==> src/rtl/led_pkg.sv <==
// Shared types and helpers for the LED bank arbiter: state encoding, idle scan
// pattern and the round-robin picker.
package led_pkg;

    localparam int unsigned LED_W   = 16;
    localparam int unsigned MAX_REQ = 8;

    typedef enum logic [0:0] {StIdle, StHold} state_t;

    typedef struct packed {
        logic       valid;
        logic [2:0] idx;
    } pick_t;

    // Single lit LED: sweeps up for phase[4]=0, back down for phase[4]=1.
    function automatic logic [LED_W-1:0] idle_pattern(input logic [4:0] phase);
        return phase[4] ? (16'h8000 >> phase[3:0]) : (16'h0001 << phase[3:0]);
    endfunction

    // First set request after 'last', wrapping modulo n (n <= MAX_REQ).
    function automatic pick_t rr_pick(input logic [MAX_REQ-1:0] req,
                                      input logic [2:0] last,
                                      input int unsigned n);
        pick_t       res;
        int unsigned k;
        logic [2:0]  kk;
        res = '0;
        for (int unsigned i = 1; i <= MAX_REQ; i++) begin
            k  = (32'(last) + i) % n;
            kk = 3'(k);
            if (i <= n && !res.valid && req[kk]) begin
                res.valid = 1'b1;
                res.idx   = kk;
            end
        end
        return res;
    endfunction

endpackage

==> src/rtl/led_tick_gen.sv <==
// Free-running prescaler; TICK is high for the one cycle the counter is all-ones.
module led_tick_gen #(
    parameter int unsigned TICKBITS = 24
) (
    input  logic CLK,
    input  logic RST,
    output logic TICK
);

    logic [TICKBITS-1:0] cnt_q;

    always_ff @(posedge CLK) begin
        if (RST) begin
            cnt_q <= '0;
        end else begin
            cnt_q <= cnt_q + TICKBITS'(1);
        end
    end

    assign TICK = &cnt_q;

endmodule

==> src/rtl/led_display_arbiter.sv <==
// Round-robin arbiter sharing the 16-LED bank between NREQ requesters, with a
// minimum dwell per grant and an idle sweep when nobody is requesting.
module led_display_arbiter
    import led_pkg::*;
#(
    parameter int unsigned NREQ     = 4,
    parameter int unsigned TICKBITS = 24,
    parameter int unsigned DWELL    = 4
) (
    input  logic                  CLK,
    input  logic                  RST,
    input  logic [NREQ-1:0]       REQ,
    input  logic [LED_W*NREQ-1:0] PAT,
    output logic [NREQ-1:0]       GNT,
    output logic [LED_W-1:0]      LD,
    output logic                  TICK
);

    localparam logic [7:0] DWELL_V = 8'(DWELL);

    state_t                          state_q, state_d;
    logic [4:0]                      phase_q, phase_d;
    logic [7:0]                      dwell_q, dwell_d;
    logic [2:0]                      last_q, last_d;
    logic [NREQ-1:0]                 gnt_q, gnt_d;
    logic [LED_W-1:0]                ld_q, ld_d;

    logic [MAX_REQ-1:0]              req_ext;
    logic [MAX_REQ-1:0][LED_W-1:0]   pats;
    logic [MAX_REQ-1:0]              pick_oh;
    pick_t                           pick;
    logic                            rel;

    led_tick_gen #(
        .TICKBITS (TICKBITS)
    ) u_tick_gen (
        .CLK  (CLK),
        .RST  (RST),
        .TICK (TICK)
    );

    // Widen to MAX_REQ so a 3-bit index is always in range.
    always_comb begin
        req_ext = '0;
        pats    = '0;
        for (int unsigned i = 0; i < NREQ; i++) begin
            req_ext[i] = REQ[i];
            pats[i]    = PAT[LED_W*i +: LED_W];
        end
    end

    assign pick    = rr_pick(req_ext, last_q, NREQ);
    assign pick_oh = MAX_REQ'(1) << pick.idx;
    // A drop coinciding with expiry is still a single release.
    assign rel     = !req_ext[last_q] || (TICK && dwell_q == 8'd1);

    always_comb begin
        state_d = state_q;
        gnt_d   = gnt_q;
        last_d  = last_q;
        dwell_d = dwell_q;
        ld_d    = ld_q;
        phase_d = TICK ? phase_q + 5'd1 : phase_q;

        unique case (state_q)
            StIdle: begin
                if (pick.valid) begin
                    state_d = StHold;
                    gnt_d   = pick_oh[NREQ-1:0];
                    last_d  = pick.idx;
                    dwell_d = DWELL_V;
                    ld_d    = pats[pick.idx];
                end else begin
                    ld_d = idle_pattern(phase_d);
                end
            end
            StHold: begin
                if (rel) begin
                    if (pick.valid) begin
                        gnt_d   = pick_oh[NREQ-1:0];
                        last_d  = pick.idx;
                        dwell_d = DWELL_V;
                        ld_d    = pats[pick.idx];
                    end else begin
                        state_d = StIdle;
                        gnt_d   = '0;
                        ld_d    = idle_pattern(phase_d);
                    end
                end else begin
                    ld_d = pats[last_q];
                    if (TICK) begin
                        dwell_d = dwell_q - 8'd1;
                    end
                end
            end
        endcase
    end

    always_ff @(posedge CLK) begin
        if (RST) begin
            state_q <= StIdle;
            phase_q <= '0;
            dwell_q <= '0;
            last_q  <= 3'(NREQ - 1);
            gnt_q   <= '0;
            ld_q    <= 16'h0001;
        end else begin
            state_q <= state_d;
            phase_q <= phase_d;
            dwell_q <= dwell_d;
            last_q  <= last_d;
            gnt_q   <= gnt_d;
            ld_q    <= ld_d;
        end
    end

    assign GNT = gnt_q;
    assign LD  = ld_q;

endmodule

==> config.mk <==
export PLATFORM = sky130hd
export DESIGN_NAME = led_display_arbiter
export DESIGN_NICKNAME = d
export VERILOG_FILES = /design/src/rtl/led_pkg.sv /design/src/rtl/led_tick_gen.sv /design/src/rtl/led_display_arbiter.sv
export SDC_FILE = /design/constraint.sdc
export NUM_CORES = 1
export LEC_CHECK = 0
export CAP_MARGIN = 20
export CORE_MARGIN = 1
export CORE_UTILIZATION = 45
export DETAILED_ROUTE_END_ITERATION = 12
export PLACE_DENSITY = 0.71
export SYNTH_ARGS = -nofsm -noshare
export SYNTH_HDL_FRONTEND = slang
export SYNTH_HIERARCHICAL = 1
export SYNTH_SLANG_ARGS = --single-unit
==> constraint.sdc <==
create_clock -name CLK -period 8.4 [get_ports CLK]
set_clock_uncertainty 0.15 [all_clocks]
set_input_delay 2.1 -clock CLK [delete_from_list [all_inputs] [get_ports CLK]]
set_output_delay 2.1 -clock CLK [all_outputs]
set_load 0.02 [all_outputs]
==> results by group, run 1 <==
STA
  • Final min period: roughly 5000 ps
  • Slew Viols, Final: 0
  • Max Clk Rate: 0.2002 GHz
  • Worst slew pin tran: a little over 1000 ps
  • RSZ-0062 raised after global routing: no
  • Relative slew slack: 31.87%
  • Setup TNS Final: 0 ps
  • Fin crit share: 59.46%
  • Final setup vio count: 0
  • Fin. Hold Viols: 0

Clock network
  • Setup Buffers After CTS: 0
  • CTS buffer count: 9
  • CTS Hold Buffers Added: 0
  • Post-CTS Resized: 0
  • TritonCTS clock tree: yes
  • Clock Tree Root: clkbuf_8
  • H-tree level count: 3
  • CTS Sinks: 60
  • Worst-skew pair later-pin latency: 340 ps
  • Clock buffer depth: 2
  • Worst-path clk slew: 70 ps

Global route
  • Largest net degree at the start of global routing: 50
  • Initial antenna violation count: 0
  • GRT Total Usage: 22.51%
  • First-pass GRT wire length: 15680 um
  • Vias in the first global route: ~3300
  • Total grt overflow: 0

Cells and area
  • Nets: 584
  • Ant diodes: 0
  • Area delta synth->final: 29.92%
  • Count of non-filler cells in the finished layout: 620
  • Fin util: approximately three fifths
  • Share of layout cells above drive strength 1: 11.65%
  • Sequential cell area: roughly 1200 um^2
  • Fin area: 4971 um^2
  • Number of fill cells in the layout: 721
  • Footprint of the multi-input gates: ~2500 um^2

Route
  • DR vias/cell: 5.932
  • Final ANT Viol Nets: 0
  • DRC viols: 0
  • First-pass DRT Iterations: 4
  • Drt initial violations: between 200 and 250
  • Post-Route WL: 9723 um
  • Routed WL per cell: 15.68 um
  • Vias: 3678

Place
  • Dpl hpwl: between 7000 and 8000 um
  • Port bufs: 90
  • Post-placement cell count: between 600 and 700
  • GP Congestion: 0.8405
  • Placed Instance Area: 4761 um^2

Synthesis
  • Synth area leaders: dfxtp_1 (31%), mux4_2 (9.4%), mux2i_1 (6.0%), nor2_1 (3.9%), nand2_1 (3.1%)
  • Area leader, netlist: dfxtp_1
  • Top cell type's share of synthesized area: 31.39%
  • Syn_area_per_cell: approximately 9 um^2
  • Async set-or-reset flop fraction in the synthesized netlist: 0%
  • Syn nets: 507
  • Synth unique cells: 52
  • Seq/Total Area, Yosys: between 30% and 40%
  • Post-synth EDFFs: 0
  • Post-synth design cell area: about 3800 um^2
  • Yosys warning count: 6
  • Top_reg_cell synth: dfxtp_1
  • Seq cells post-synth: 60
  • Synth Instances: 433

Setup path
  • Data arrival time of the worst path: 2740 ps
  • Maximum fanout along the worst path: 16
  • CP endpoint kind: output port
  • Reg2reg path depth: 10
  • RR Endpoint: LD[2]$_SDFF_PP0_
  • Worst setup SP type: flip-flop
  • CP endpoint: TICK
  • Critical Path RT: approximately 6200 ps
  • Reg-to-reg setup timing slack: 4820 ps
  • Crit Path Category: reg2out
  • Reg2reg start: u_tick_gen/cnt_q[0]$_SDFF_PP0_
  • Source of the critical timing path: u_tick_gen/cnt_q[0]$_SDFF_PP0_

Floorplanning
  • Core area: a little over 8000 um^2
  • Cell Rows: 33
  • Die Area: approximately 9000 um^2
  • Die W: roughly 94 um
  • Initial Utilization: 46.57%
  • Die Height: 94.21 um
  • # IOs: between 90 and 100

Job
  • Max_cap viols: 0

Power and ir drop
  • Power Density: ~170 nW/um^2
  • Peak supply drop: 0.09811 mV
  • LEAKAGE: 1.737 nW

Worst hold path
  • Hold depth: 1
  • Hold/Removal Path Class: reg2reg

Run status
  • Outcome: finished, final reports clean
power breakdown:
| group | internal [mW] | switching [mW] |
|---|---|---|
| logic | 0.128 | 0.106 |
| clock network | 0.146 | 0.122 |
| registers | 0.305 | 0.0141 |
per-layer routing:
metal	share of wire, %	wire, um	global-route usage, %
met1	47	4611	31.21
met2	47	4588	35.02
met3	4.3	419	5.097
met4	1.1	104	5.641
met5	0	0	0
worst min path at each step:
stage,start,endpoint,slack [ps]
after floorplan,u_tick_gen/cnt_q[0]$_SDFF_PP0_,u_tick_gen/cnt_q[0]$_SDFF_PP0_,280
after global placement,u_tick_gen/cnt_q[0]$_SDFF_PP0_,u_tick_gen/cnt_q[0]$_SDFF_PP0_,290
after detailed placement,GNT[1]$_SDFFE_PP0P_,GNT[1]$_SDFFE_PP0P_,300
after CTS,GNT[1]$_SDFFE_PP0P_,GNT[1]$_SDFFE_PP0P_,320
after global routing,GNT[1]$_SDFFE_PP0P_,GNT[1]$_SDFFE_PP0P_,330
final,u_tick_gen/cnt_q[0]$_SDFF_PP0_,u_tick_gen/cnt_q[0]$_SDFF_PP0_,310
Yosys cell counts (2+ instances only):
master     instances
and3_1             2
buf_1              3
or4_1              6
o21ai_0           14
nand3_1            9
nand4_1            8
a2bb2oi_1         12
nand2_1           32
nand2b_1          11
mux2i_1           23
a31o_2             3
xor2_1             7
o21a_1             2
o2bb2ai_1          2
a22o_1             5
ha_1               4
buf_2              7
clkbuf_1          16
or3_1              8
o31ai_1            4
nor3_1            14
mux2_2            10
mux4_2            16
inv_1             10
xnor2_1            9
a22oi_1           10
dfxtp_1           60
and2_1             2
nor2b_1            3
nor4_1             3
a211oi_1           2
o22ai_1           17
a32oi_1            2
and4_1             3
nor2_1            40
nand4_2            2
a21oi_1           23
or2_2              3
o211ai_1          12
a31oi_1            2
through the flow:
step	hold slack (ps)	setup slack (ps)	total power, mW
global route	328.0	3214	0.8606
global placement	291.1	3694	0.5559
finish	313.8	3405	0.8205
detailed placement	300.4	3541	0.5587
floorplan	275.8	4589	0.4661
CTS	318.8	3384	0.8265
registers in the layout, indices dropped and copies added (netlist names):
register,flops
u_tick_gen/cnt_q,24
state_q,1
last_q,2
GNT,4
phase_q,5
LD,16
dwell_q,8
critical path: stages, from the launching register on:
cell	delay, ps
dfxtp_1	370
ha_1	260
nand4_2	210
nor4_1	300
and4_1	560
clkdlybuf4s50_1	710
cell usage in the layout, fill, tap and decap left out, types with 10 or more instances in the layout:
cell	n
nand2b_1	11
mux2_2	10
a22oi_1	10
inv_1	10
a21oi_1	23
clkbuf_8	10
o22ai_1	17
nor2_1	40
clkdlybuf4s50_1	90
nor3_1	13
mux2i_1	23
nand2_1	32
o21ai_0	14
dfxtp_1	60
a2bb2oi_1	12
mux4_2	16
o211ai_1	12
logic make-up (layout without fill, tap and decap cells):
group	Yosys count	after routing	synth area share (%)
buffers and inverters	38	120	4.251
xor gates and xnor gates	16	16	3.663
AOI/OAI and AO/OA	115	115	20.63
muxes	49	49	18.38
DFF	60	60	31.39
adders and majority gates	4	4	1.308
and+or+nand+nor	151	151	20.37
final cells by class:
| cell class | count | area share (%) |
|---|---|---|
| flip-flops and latches | 60 | 24.16 |
| clock buffers | 11 | 2.844 |
| clock inverters | 5 | 1.233 |
| repair buffers | 94 | 18.73 |
| well taps | 105 | 2.643 |
| multi-input cells | 335 | 49.64 |
| inverters | 10 | 0.7551 |
(Power assumes the default switching activity.)
==> run 2: changes to the inputs <==
==> constraint.sdc (replaced) <==
create_clock -name CLK -period 4.9 [get_ports CLK]
set_clock_uncertainty 0.15 [all_clocks]
set_input_delay 1.225 -clock CLK [delete_from_list [all_inputs] [get_ports CLK]]
set_output_delay 1.225 -clock CLK [all_outputs]
set_load 0.02 [all_outputs]
==> results by group, run 2 (same netlist as run 1, synthesis figures left out) <==
Clock network
  • Setup Buffers After CTS: 0
  • Post-CTS Resized: 0
  • CTS Sinks: 60
  • CTS Hold Buffers Added: 0
  • Clock buffer depth: 2
  • TritonCTS clock tree: yes
  • CTS buffer count: 9
  • Worst-skew pair later-pin latency: 340 ps
  • H-tree level count: 3
  • Clock Tree Root: clkbuf_8
  • Worst-path clk slew: about 60 ps

Cells and area
  • Count of non-filler cells in the finished layout: 622
  • Most frequent cells in the layout: clkdlybuf4s50_1 (90), dfxtp_1 (60), nor2_1 (40), nand2_1 (32)
  • Max reg flops: 24
  • Ant diodes: 0
  • Most common cell after layout, fill and taps aside: clkdlybuf4s50_1
  • Area delta synth->final: 30.71%
  • Nets: approximately 600
  • Most flops, register: u_tick_gen/cnt_q
  • Number of fill cells in the layout: around 700
  • Share of layout cells above drive strength 1: between 10% and 20%

Floorplanning
  • Cell Rows: 33
  • Initial Utilization: approximately 47%
  • Die Height: 94.21 um
  • # IOs: 91
  • Die W: 94.21 um
  • Die Area: 8876 um^2
  • Core area: 8217 um^2

Setup path
  • Crit Path Category: reg2out
  • Data arrival time of the worst path: 2750 ps
  • Maximum fanout along the worst path: 16
  • Critical Path RT: 3520 ps
  • Worst setup SP type: flip-flop
  • CP endpoint kind: output port

STA
  • Final setup vio count: 0
  • RSZ-0062 raised after global routing: no
  • Fin crit share: a little over four fifths
  • Final min period: 4128 ps
  • Fin. Hold Viols: 0
  • Max Clk Rate: 0.2422 GHz
  • Setup slack after layout: a little under 800 ps
  • Worst slew pin tran: 978.3 ps
  • Slew Viols, Final: 0
  • Relative slew slack: 34.69%
  • Worst hold margin: slightly above 300 ps
  • Setup TNS Final: 0 ps

Power and ir drop
  • Combinational Power Share: 28.0%
  • Peak supply drop: 0.1980 mV
  • Power Density: 288.4 nW/um^2
  • Internal power: 1.044 mW
  • Clock power share: 34.3%
  • LEAKAGE: 1.762 nW
  • Sw Ratio: 27.61%
  • Sw Pwr: 0.3982 mW
  • Sequential power share: a little under two fifths
  • Post-layout power: around 1.4 mW

Place
  • Dpl hpwl: 7167 um
  • Dpl ws: 1152 ps
  • Port bufs: 90
  • GP Congestion: 0.8222
  • Post-placement cell count: 606

Job
  • Max_cap viols: 0

Worst hold path
  • Hold/Removal Path Class: reg2reg

Route
  • DR vias/cell: around 5.8
  • DRC viols: 0
  • First-pass DRT Iterations: 5
  • Post-Route WL: 9741 um
  • Final ANT Viol Nets: 0
  • Vias: 3606
  • Drt initial violations: 134
  • Routed WL per cell: 15.66 um

Global route
  • Total grt overflow: 0
  • Initial antenna violation count: 0
  • First-pass GRT wire length: around 16000 um
  • Vias in the first global route: 3495
  • Largest net degree at the start of global routing: 40
  • GRT Total Usage: 23.37%

Run status
  • Outcome: finished, final reports clean
[run 2: layout make-up]
cell class              count  area, um^2  area share [%]
repair buffers             96       945.9           18.91
clock inverters             4       72.57           1.451
multi-input cells         335        2467           49.34
flip-flops and latches     60        1201           24.02
clock buffers              12       145.1           2.902
well taps                 105       131.4           2.627
inverters                  10       37.54          0.7506
[run 2: per-stage QoR]
step	area, um^2	util (%)
detailed placement	4783	58.22
global placement	4783	58.22
floorplan	3826	-
finish	5001	60.86
CTS	5001	60.86
global route	5001	60.86
[run 2: worst max-delay path, cell delays in order, from the launching register on]
cell and delay [ps]:
dfxtp_1 360, ha_1 260, nand4_2 200, nor4_1 270
and4_1 610, clkdlybuf4s50_1 710
[run 2: final timing paths]
kind,slack [ps],startpoint,end,cells past startpoint
hold / removal,310,u_tick_gen/cnt_q[0]$_SDFF_PP0_,u_tick_gen/cnt_q[0]$_SDFF_PP0_,1
setup reg to reg,1280,u_tick_gen/cnt_q[0]$_SDFF_PP0_,LD[2]$_SDFF_PP0_,10
setup / recovery,770,u_tick_gen/cnt_q[0]$_SDFF_PP0_,TICK,5
hold reg to reg,310,u_tick_gen/cnt_q[0]$_SDFF_PP0_,u_tick_gen/cnt_q[0]$_SDFF_PP0_,1
[run 2: power groups by stage]
stage               Combinational, mW  Clock, mW  Sequential [mW]
finish                          0.403      0.494            0.545
global route                    0.435      0.527            0.549
CTS                             0.407      0.503            0.545
detailed placement              0.405          0            0.555
global placement                0.399          0            0.555
floorplan                       0.216          0            0.583
[run 2: metal layers]
metal  global-route usage (%)  vias to the layer above  routed length (um)
met1                    30.33                     1701                4387
met3                    4.045                        8                 518
met5                        0                        -                   0
li1                         -                     1805                   -
met4                    9.103                        0                 113
met2                    38.29                       92                4721
==> run 3: changes to the inputs <==
--- a/config.mk
+++ b/config.mk
@@ -9,7 +9,7 @@
 export CORE_MARGIN = 1
 export CORE_UTILIZATION = 45
 export DETAILED_ROUTE_END_ITERATION = 12
-export PLACE_DENSITY = 0.71
+export PLACE_DENSITY = 0.74
 export SYNTH_ARGS = -nofsm -noshare
 export SYNTH_HDL_FRONTEND = slang
 export SYNTH_HIERARCHICAL = 1
==> constraint.sdc (replaced) <==
create_clock -name CLK -period 3.38 [get_ports CLK]
set_clock_uncertainty 0.15 [all_clocks]
set_input_delay 0.845 -clock CLK [delete_from_list [all_inputs] [get_ports CLK]]
set_output_delay 0.845 -clock CLK [all_outputs]
set_load 0.02 [all_outputs]
==> results by group, run 3 (same netlist as run 1, synthesis figures left out) <==
Route
  • First-pass DRT Iterations: 4
  • Post-Route WL: 10040 um
  • DR vias/cell: 5.809
  • Routed WL per cell: 15.97 um
  • Vias: 3654
  • Final ANT Viol Nets: 0
  • DRC viols: 0
  • Drt initial violations: 191

Clock network
  • Setup Buffers After CTS: 0
  • CTS buffer count: 9
  • Worst-path clk slew: 60 ps
  • CTS Sinks: 60
  • H-tree level count: 3
  • TritonCTS clock tree: yes
  • Clock Tree Root: clkbuf_8
  • Clock buffer depth: 2
  • Worst-skew pair later-pin latency: 340 ps

STA
  • Fin. Hold Viols: 0
  • Setup TNS Final: 0 ps
  • Worst hold margin: 310.6 ps
  • RSZ-0062 raised after global routing: no
  • Fin crit share: between 90% and 100%
  • Slew Viols, Final: 0
  • Final min period: 3056 ps
  • Final setup vio count: 0
  • Setup slack after layout: ~320 ps
  • Worst slew pin tran: 558.3 ps
  • Max Clk Rate: 0.3272 GHz
  • Relative slew slack: between 60 and 70%

Setup path
  • Critical Path Slowest Stage Cell: or3_1
  • Crit path cell chain: ha_1 -> nand4_2 -> nor4_1 -> and4_4 -> nand2b_1 -> o32ai_2 -> nor2_2 -> or3_1 -> a2bb2oi_1 -> o211ai_1
  • CP endpoint kind: flip-flop
  • Worst path buffer plus inverter count: 0
  • Crit Path Category: reg2reg
  • Data arrival time of the worst path: 3160 ps
  • Crit path max-delay family: simple AND/OR/NAND/NOR gates
  • Maximum fanout along the worst path: 14
  • Worst setup SP type: flip-flop
  • Worst path max stage delay: 600 ps
  • Critical Path RT: 3480 ps

Worst hold path
  • Hold/Removal Path Class: reg2reg

Floorplanning
  • Die W: 94.21 um
  • Die Height: 94.21 um
  • Initial Utilization: 46.57%
  • Die Area: 8876 um^2
  • # IOs: 91
  • Core area: roughly 8200 um^2
  • Cell Rows: 33

Run status
  • Outcome: finished, final reports clean

Power and ir drop
  • Combinational Power Share: 28.7%
  • LEAKAGE: about 1.8 nW
  • Post-layout power: 2.130 mW
  • Internal power: between 1.5 and 2 mW
  • Power Density: 418.9 nW/um^2
  • Clock power share: 34.5%
  • Sequential power share: 36.8%
  • Sw Pwr: 0.5868 mW
  • Peak supply drop: 0.3123 mV
  • Sw Ratio: ~28%

Global route
  • Total grt overflow: 0
  • Initial antenna violation count: 0
  • Vias in the first global route: 3512
  • First-pass GRT wire length: between 15000 and 20000 um
  • Largest net degree at the start of global routing: 43
  • GRT Total Usage: 23.14%

Place
  • GP Congestion: 0.8726
  • Dpl hpwl: 7387 um
  • Port bufs: 90
  • Dpl ws: 162.5 ps
  • Placed Instance Area: 4856 um^2

Job
  • Max_cap viols: 0

Cells and area
  • Share of layout cells above drive strength 1: between 10% and 20%
  • Most frequent cells in the layout: clkdlybuf4s50_1 (89), dfxtp_1 (60), nor2_1 (40), nand2_1 (32)
  • Max reg flops: 24
  • Most flops, register: u_tick_gen/cnt_q
  • Fin area: roughly 5100 um^2
  • Ant diodes: 0
  • Area delta synth->final: 32.90%
  • Most common cell after layout, fill and taps aside: clkdlybuf4s50_1
  • Nets: around 600
## run 3: layout make-up
class / instances / area [um^2]
Clock buffer: 11 / 151.4
Multi-Input combinational cell: 335 / 2470
Sequential cell: 60 / 1201
Clock inverter: 4 / 72.57
Inverter: 10 / 37.54
Tap cell: 105 / 131.4
Timing Repair Buffer: 104 / 1021
Fill cell: 689 / 3132
## run 3: through the flow
step,cells,utilization (%)
3_5_place_dp,614,59.10
5_1_grt,629,61.89
4_1_cts,629,61.85
2_1_floorplan,433,-
6_report,629,61.89
3_3_place_gp,614,59.10
## run 3: timing repair
action	4_1_cts	5_1_grt
cloned	0	0
pin swaps	0	0
resized for setup	2	1
hold buffers	0	0
setup endpoints to repair	1	1
## run 3: final timing paths
path / cells after the start / slack, ps / from / endpoint
setup / recovery: 10 / 320 / u_tick_gen/cnt_q[0]$_SDFF_PP0_ / LD[2]$_SDFF_PP0_
hold / removal: 1 / 310 / u_tick_gen/cnt_q[0]$_SDFF_PP0_ / u_tick_gen/cnt_q[0]$_SDFF_PP0_
setup reg to reg: 10 / 320 / u_tick_gen/cnt_q[0]$_SDFF_PP0_ / LD[2]$_SDFF_PP0_
hold reg to reg: 1 / 310 / u_tick_gen/cnt_q[0]$_SDFF_PP0_ / u_tick_gen/cnt_q[0]$_SDFF_PP0_
## run 3: power by group through the flow
stage          Sequential (mW)  Combinational (mW)  Clock [mW]
3_3_place_gp             0.798               0.601           0
2_1_floorplan            0.845               0.313           0
6_report                 0.785               0.611       0.734
3_5_place_dp             0.800               0.610           0
5_1_grt                  0.788               0.652       0.787
4_1_cts                  0.784               0.613       0.753
## run 3: per-layer routing
layer / up-vias / part of all wire (%) / track usage, %
met5: - / 0 / 0
met1: 1739 / 44 / 30.29
met2: 91 / 50 / 37.80
li1: 1814 / - / -
met3: 10 / 4.4 / 4.450
met4: 0 / 1.3 / 7.821
